<file path="config.mk">
export PLATFORM = sky130hd
export DESIGN_NAME = tip_hello_reset_sequencer
export DESIGN_NICKNAME = d
export VERILOG_FILES = /design/src/rtl/tip_hello_reset_sequencer.sv
export SDC_FILE = /design/constraint.sdc
export NUM_CORES = 1
export LEC_CHECK = 0
export ABC_CLOCK_PERIOD_IN_PS = 5250
export CAP_MARGIN = 20
export CORE_MARGIN = 5
export CORE_UTILIZATION = 55
export CTS_CLUSTER_DIAMETER = 120
export DETAILED_ROUTE_END_ITERATION = 10
export PLACE_DENSITY_LB_ADDON = 0.2
export SYNTH_ARGS = -nofsm -noshare
export SYNTH_HDL_FRONTEND = slang
export SYNTH_SLANG_ARGS = --single-unit
export TNS_END_PERCENT = 20
</file>
<file path="constraint.sdc">
create_clock -name clk_system -period 5.25 [get_ports clk_system]
set_clock_uncertainty 0.1 [all_clocks]
set_input_delay 1.05 -clock clk_system [delete_from_list [all_inputs] [get_ports clk_system]]
set_output_delay 1.05 -clock clk_system [all_outputs]
set_load 0.01 [all_outputs]
</file>
<file path="src/rtl/tip_hello_reset_sequencer.sv">
// Platform reset sequencer: once the PLL is locked it releases peripheral, DRAM
// and core resets in order, and offers a software warm reset that spares DRAM.
module tip_hello_reset_sequencer #(
    parameter int LOCK_SETTLE_CYCLES   = 16,
    parameter int STAGE_GAP_CYCLES     = 8,
    parameter int CALIB_TIMEOUT_CYCLES = 1024,
    parameter int SW_RESET_HOLD_CYCLES = 32,
    parameter int DRAM_ENABLE          = 1
) (
    input  logic       clk_system,
    input  logic       rst_system,
    input  logic       pll_locked,
    input  logic       dram_calib_done,
    input  logic       sw_reset_req,
    output logic       peri_rstnn,
    output logic       dram_rstnn,
    output logic       core_rstnn,
    output logic [2:0] seq_state,
    output logic       calib_timeout
);

    function automatic int max2(int a, int b);
        return (a > b) ? a : b;
    endfunction

    localparam int MAX_CNT = max2(max2(LOCK_SETTLE_CYCLES, STAGE_GAP_CYCLES),
                                  max2(CALIB_TIMEOUT_CYCLES, SW_RESET_HOLD_CYCLES));
    localparam int CNT_W   = $clog2(MAX_CNT) + 1;

    localparam logic [CNT_W-1:0] SETTLE_LAST = CNT_W'(LOCK_SETTLE_CYCLES - 1);
    localparam logic [CNT_W-1:0] GAP_LAST    = CNT_W'(STAGE_GAP_CYCLES - 1);
    localparam logic [CNT_W-1:0] CALIB_LAST  = CNT_W'(CALIB_TIMEOUT_CYCLES - 1);
    localparam logic [CNT_W-1:0] HOLD_LAST   = CNT_W'(SW_RESET_HOLD_CYCLES - 1);

    typedef enum logic [2:0] {
        RESET      = 3'd0,
        WAIT_LOCK  = 3'd1,
        SETTLE     = 3'd2,
        REL_PERI   = 3'd3,
        WAIT_CALIB = 3'd4,
        REL_CORE   = 3'd5,
        RUN        = 3'd6,
        SW_HOLD    = 3'd7
    } state_t;

    state_t           state;
    state_t           state_next;
    logic [CNT_W-1:0] cnt;
    logic             lock_meta;
    logic             lock_sync;
    logic             calib_meta;
    logic             calib_sync;
    logic             peri_next;
    logic             dram_next;
    logic             core_next;
    logic             timeout_set;

    always_ff @(posedge clk_system) begin
        if (rst_system) begin
            lock_meta  <= 1'b0;
            lock_sync  <= 1'b0;
            calib_meta <= 1'b0;
            calib_sync <= 1'b0;
        end else begin
            lock_meta  <= pll_locked;
            lock_sync  <= lock_meta;
            calib_meta <= dram_calib_done;
            calib_sync <= calib_meta;
        end
    end

    always_ff @(posedge clk_system) begin
        if (rst_system) begin
            state         <= RESET;
            cnt           <= '0;
            peri_rstnn    <= 1'b0;
            dram_rstnn    <= 1'b0;
            core_rstnn    <= 1'b0;
            calib_timeout <= 1'b0;
        end else begin
            state         <= state_next;
            cnt           <= (state_next != state) ? '0 : cnt + 1'b1;
            peri_rstnn    <= peri_next;
            dram_rstnn    <= dram_next;
            core_rstnn    <= core_next;
            calib_timeout <= calib_timeout | timeout_set;
        end
    end

    always_comb begin
        state_next  = state;
        timeout_set = 1'b0;
        // Losing lock anywhere past WAIT_LOCK outranks timers and warm-reset requests.
        if (state inside {SETTLE, REL_PERI, WAIT_CALIB, REL_CORE, RUN, SW_HOLD} && !lock_sync) begin
            state_next = WAIT_LOCK;
        end else begin
            case (state)
                RESET:      state_next = WAIT_LOCK;
                WAIT_LOCK:  if (lock_sync) state_next = SETTLE;
                SETTLE:     if (cnt == SETTLE_LAST) state_next = REL_PERI;
                REL_PERI:   if (cnt == GAP_LAST)
                                state_next = (DRAM_ENABLE != 0) ? WAIT_CALIB : REL_CORE;
                WAIT_CALIB: begin
                    if (calib_sync) begin
                        state_next = REL_CORE;
                    end else if (cnt == CALIB_LAST) begin
                        state_next  = REL_CORE;
                        timeout_set = 1'b1;
                    end
                end
                REL_CORE:   if (cnt == GAP_LAST) state_next = RUN;
                RUN:        if (sw_reset_req) state_next = SW_HOLD;
                SW_HOLD:    if (cnt == HOLD_LAST) state_next = REL_PERI;
                default:    state_next = RESET;
            endcase
        end

        // Outputs are decoded from the upcoming state so they move on the entry edge.
        peri_next = state_next inside {REL_PERI, WAIT_CALIB, REL_CORE, RUN};
        core_next = (state_next == RUN);
        case (state_next)
            RESET, WAIT_LOCK: dram_next = 1'b0;
            WAIT_CALIB:       dram_next = 1'b1;
            default:          dram_next = dram_rstnn;
        endcase
    end

    assign seq_state = state;

endmodule

</file>
Yosys cells after proc, flatten, opt, wreduce, memory -nomap -nowiden --
Index checks and enable logic that the tools add are counted.
Word-level totals: register bits after elaboration 22, input bits 5, output and inout bits 7, logic and storage cells 53
Operators by class: add/sub/neg operators 1, equal/unequal tests 17, muxes and demuxes 15, bitwise gates (word level) 1, reduce and logical (&&, ||, !) cells 9
Operators by type and width (number):
- 2-to-1 mux 3 bit | 9
- case mux 3 bit (8 select lines) | 1
- == test 3 bit, second input constant | 7
- adder 11 x 1 -> 11 bit, second input constant | 1
- == test 11 x 10 -> 1 bit, second input constant | 1
- == test 11 x 3 -> 1 bit, second input constant | 1
- == test 11 x 4 -> 1 bit, second input constant | 1
- == test 11 x 5 -> 1 bit, second input constant | 1
- == test 3 x 2 -> 1 bit, second input constant | 3
- == test 3 x 1 -> 1 bit, second input constant | 2
- logical NOT 3 bit | 2
- nonzero test 6 bit | 1
- 2-to-1 mux 1 bit | 4
- nonzero test 4 bit | 1
- OR reduction 2 bit | 2
- inequality test 3 bit | 1
- case mux 1 bit (2 select lines) | 1
- nonzero test 2 bit | 1
- logical AND 1 bit | 1
- logical NOT 1 bit | 1
- OR 1 bit | 1

Logic depth before layout (Yosys ltp) --
depth after elaboration 8, depth in mapped cells 7

Worst setup path before layout --
No wires, ideal clock.
kind input port to flip-flop, start input port sw_reset_req, end register peri_rstnn, setup time 0.121 ns, arrival 2.027 ns, data required time 5.029 ns, path slack 3.002 ns, cell stages on the path 5, buffers on the path 0, cells stage by stage o211ai_1 -> o31ai_1 -> nor4_2 -> nor2_2 -> mux2_4
On the way: word-level cells in the longest chain between the ends 5
Ends and longest elaborated chain:
- from (decl) | RTL line 14 | input logic sw_reset_req,
- 2-to-1 mux 3 bit (*) | RTL line 112 | RUN: if (sw_reset_req) state_next = SW_HOLD;
- case mux 3 bit (8 select lines) (*) | RTL line 97 | case (state)
- 2-to-1 mux 3 bit (*) | RTL line 94 | if (state inside {SETTLE, REL_PERI, WAIT_CALIB, REL_CORE, RUN, SW_HOLD} && !lock_sync) begin
- == test 3 x 2 -> 1 bit or == test 3 bit (tied branches) | RTL line 119 | peri_next = state_next inside {REL_PERI, WAIT_CALIB, REL_CORE, RUN};
- nonzero test 4 bit (*) | RTL line 119
- to (signal assigned) | RTL line 83 | peri_rstnn <= peri_next;
- to (decl) | RTL line 15 | output logic peri_rstnn,
Mark *: on every way between the ends. The rest lies on a longest branch, timed or not. A chain may end at the register's enable or synchronous reset.

Final worst setup path --
start register state[2], in the netlist seq_state[2], end register cnt[4]
On the way: word-level cells in the longest chain between the ends 6
Ends and longest elaborated chain:
- from (decl) | RTL line 46 | state_t state;
- from (signal assigned) | RTL line 81 | state <= state_next;
- 2-to-1 mux 3 bit (tied with other cells) | RTL line 106 | end else if (cnt == CALIB_LAST) begin
- 2-to-1 mux 3 bit or nonzero test 6 bit (tied branches) | RTL line 104, 94
- case mux 3 bit (8 select lines) or logical AND 1 bit (tied branches) | RTL line 97, 94
- 2-to-1 mux 3 bit | RTL line 94
- inequality test 3 bit (*) | RTL line 82 | cnt <= (state_next != state) ? '0 : cnt + 1'b1;
- OR reduction 2 bit (no source line) (*)
- to (signal assigned) | RTL line 82
- to (decl) | RTL line 48 | logic [CNT_W-1:0] cnt;
Marked as above.

==> flow_metrics.tcl <==
set metrics [dict create \
    grt_overflow 0 \
    leakagePower_nw 0.407 \
    setup_tns_ns 0 \
    grt_pass1_wl_mm 3.69 \
    post-place-ws_ns 2.41 \
    critPathCaptureType "flip-flop" \
    post_cts_buffers 0 \
    cap_violations 0 \
    start_kind "flip-flop" \
    synthDistinctLibCells 40 \
    synth_top_area_share 0.415 \
    hold_buffers 0 \
    start_util 0.596 \
    synth_top_area_cell "dfxtp_1" \
    avgSynthCellArea_um2 9.08 \
    num_vias 866 \
    grt_pass1_vias 843 \
    via_per_inst 5.77 \
    routedWlPerCell_um 14.1 \
    postRouteAntennaNets 0 \
    cts_max_level 1 \
    chipHeight_um 53.9 \
    areaGrowthSynthToFinish_pct 14.8 \
    post-route-min-period_ns 2.84 \
    insertion_delay_ns 0.31 \
    nets 132 \
    fillCellCount 156 \
    max_freq_ghz 0.352 \
    crit_chain "or4b_2 -> nor4_1 -> nor4_1 -> o21ai_1 -> nor2_1" \
    track_usage 0.171 \
    cp_slowest_cell "dfxtp_1" \
    gp_congestion 0.860 \
    critical_path_class "reg -> reg" \
    synthFlopType "dfxtp_1" \
    layout_commonest_cell "dfxtp_1" \
    status "completed" \
    syn_area_um2 1060 \
    critPathBufInv 0 \
    rsz0062_at_grt "false" \
    postLayoutCoreUtil 0.684 \
    antennaDiodeCount 0 \
    cts_resized 0 \
    synth_seq_cells 22 \
    cts_made_buffers 3 \
    cpMostUsedCell "nor4_1" \
    cts_tree "yes" \
    required_ns 5.32 \
    dieArea_um2 2910 \
    worstPathArrival_ns 2.91 \
    synth.area.top_cells "dfxtp_1 (41%), nor2_1 (6.4%), xnor2_1 (4.1%), xor2_1 (4.1%), nor2b_1 (3.5%)" \
    wl_mm 2.11 \
    clk_path_buf_depth 2 \
    fin_crit_sh 0.541 \
    synth-edff-count 0 \
    peakVddDrop_mv 0.215 \
    yosysWarnings 0 \
    multiInputGateArea_um2 559 \
    port-buffer-count 11 \
    setup_viol 0 \
    synth_nets 123 \
    pwr_density_cell_nw_per_um2 259 \
    first_pass_iters 4 \
    hpwl_mm 1.53 \
    tightest_slew_ns 0.744 \
    timing.slew.headroom 0.501 \
    ys_seq_area_frac 0.415 \
    final_area_um2 1220 \
    cpLargestDelayFamily "simple AND/OR/NAND/NOR gates" \
    die_w_um 53.9 \
    p_total_uw 316 \
    synthArstFlopShare 0 \
    slew_viol_final 0 \
    cp_slowest_stage_delay_ns 0.64 \
    finalHoldWorstSlack_ns 0.347 \
    core_area_um2 1780 \
    antenna_found_initial 0 \
    hold_violations 0 \
    dpl_cell_area_um2 1170 \
    grt_start_max_net_pins 15 \
    num_io_pins 12 \
    rows 15 \
    dr.first_iter.drc_count 21 \
    worst_slack_ns 2.41 \
    mostFrequentLayoutCells "dfxtp_1 (22), nor2_1 (18), clkdlybuf4s50_1 (11)" \
    regArea_um2 440 \
    drive_gt1_frac 0.120 \
    cts_root_buf "clkbuf_4" \
    synthCells 117 \
    dp_cells 146 \
    path_max_fanout 14 \
    clock-sinks 22 \
    instances_no_fill 150 \
    drcViolationCount 0 \
    cts.clk_slew.worst_paths_ns 0.12 \
    hold_class "reg -> reg" \
]
## cells by family after synthesis
group | after synthesis | share of synthesized area
simple gates | 54 | 0.297
flops | 22 | 0.415
compound gates | 14 | 0.112
buf+inv | 14 | 0.0589
xor+xnor | 10 | 0.0824
mux | 2 | 0.0236
fa+ha+maj | 1 | 0.0118
## worst reg2reg max path, stage by stage (launching register included)
cell and delay [ns]:
dfxtp_1 0.64, or4b_2 0.62, nor4_1 0.47, nor4_1 0.13
o21ai_1 0.63, nor2_1 0.12
## synth_stat cells (3+ instances only)
cell,count
clkbuf_1,4
dfxtp_1,22
inv_1,7
nand2_1,3
nand3_1,3
nand4_1,3
nor2_1,18
nor2b_1,6
nor3_1,4
nor4_1,5
xnor2_1,5
xor2_1,5
## flip-flops by register name (all words and copies together), names as in the netlist
signal and cells:
core_rstnn 1, calib_sync 1, calib_meta 1, lock_sync 1, seq_state 3, cnt 11, calib_timeout 1, lock_meta 1
dram_rstnn 1, peri_rstnn 1
## metal layers
layer	wire [µm]	share of wire	GRT usage
met1	1010	0.48	0.219
met5	0	0	0
met4	30	0.014	0.0723
met3	71	0.034	0.0471
met2	1000	0.47	0.266
## power breakdown
group          leakage (nW)  switching, mW  internal, mW  total [mW]
combinational         0.200        0.00728       0.00827      0.0156
sequential            0.179        0.00399         0.170       0.174
clock                0.0279         0.0497        0.0772       0.127
## worst paths after layout
check          startpoint        end  slack (ns)  depth (start not counted)
max          seq_state[2]     cnt[4]        2.41                          5
min             lock_meta  lock_sync        0.35                          1
max reg2reg  seq_state[2]     cnt[4]        2.41                          5
min reg2reg     lock_meta  lock_sync        0.35                          1
## area by class of cell
class	instances	area share
flip-flops and latches	22	0.361
clock buffers	3	0.0185
well taps	25	0.0256
multi-input cells	81	0.458
clock inverters	1	0.0246
inverters	7	0.0215
repair buffers	11	0.0903
Power figures use the tool's default switching activity.
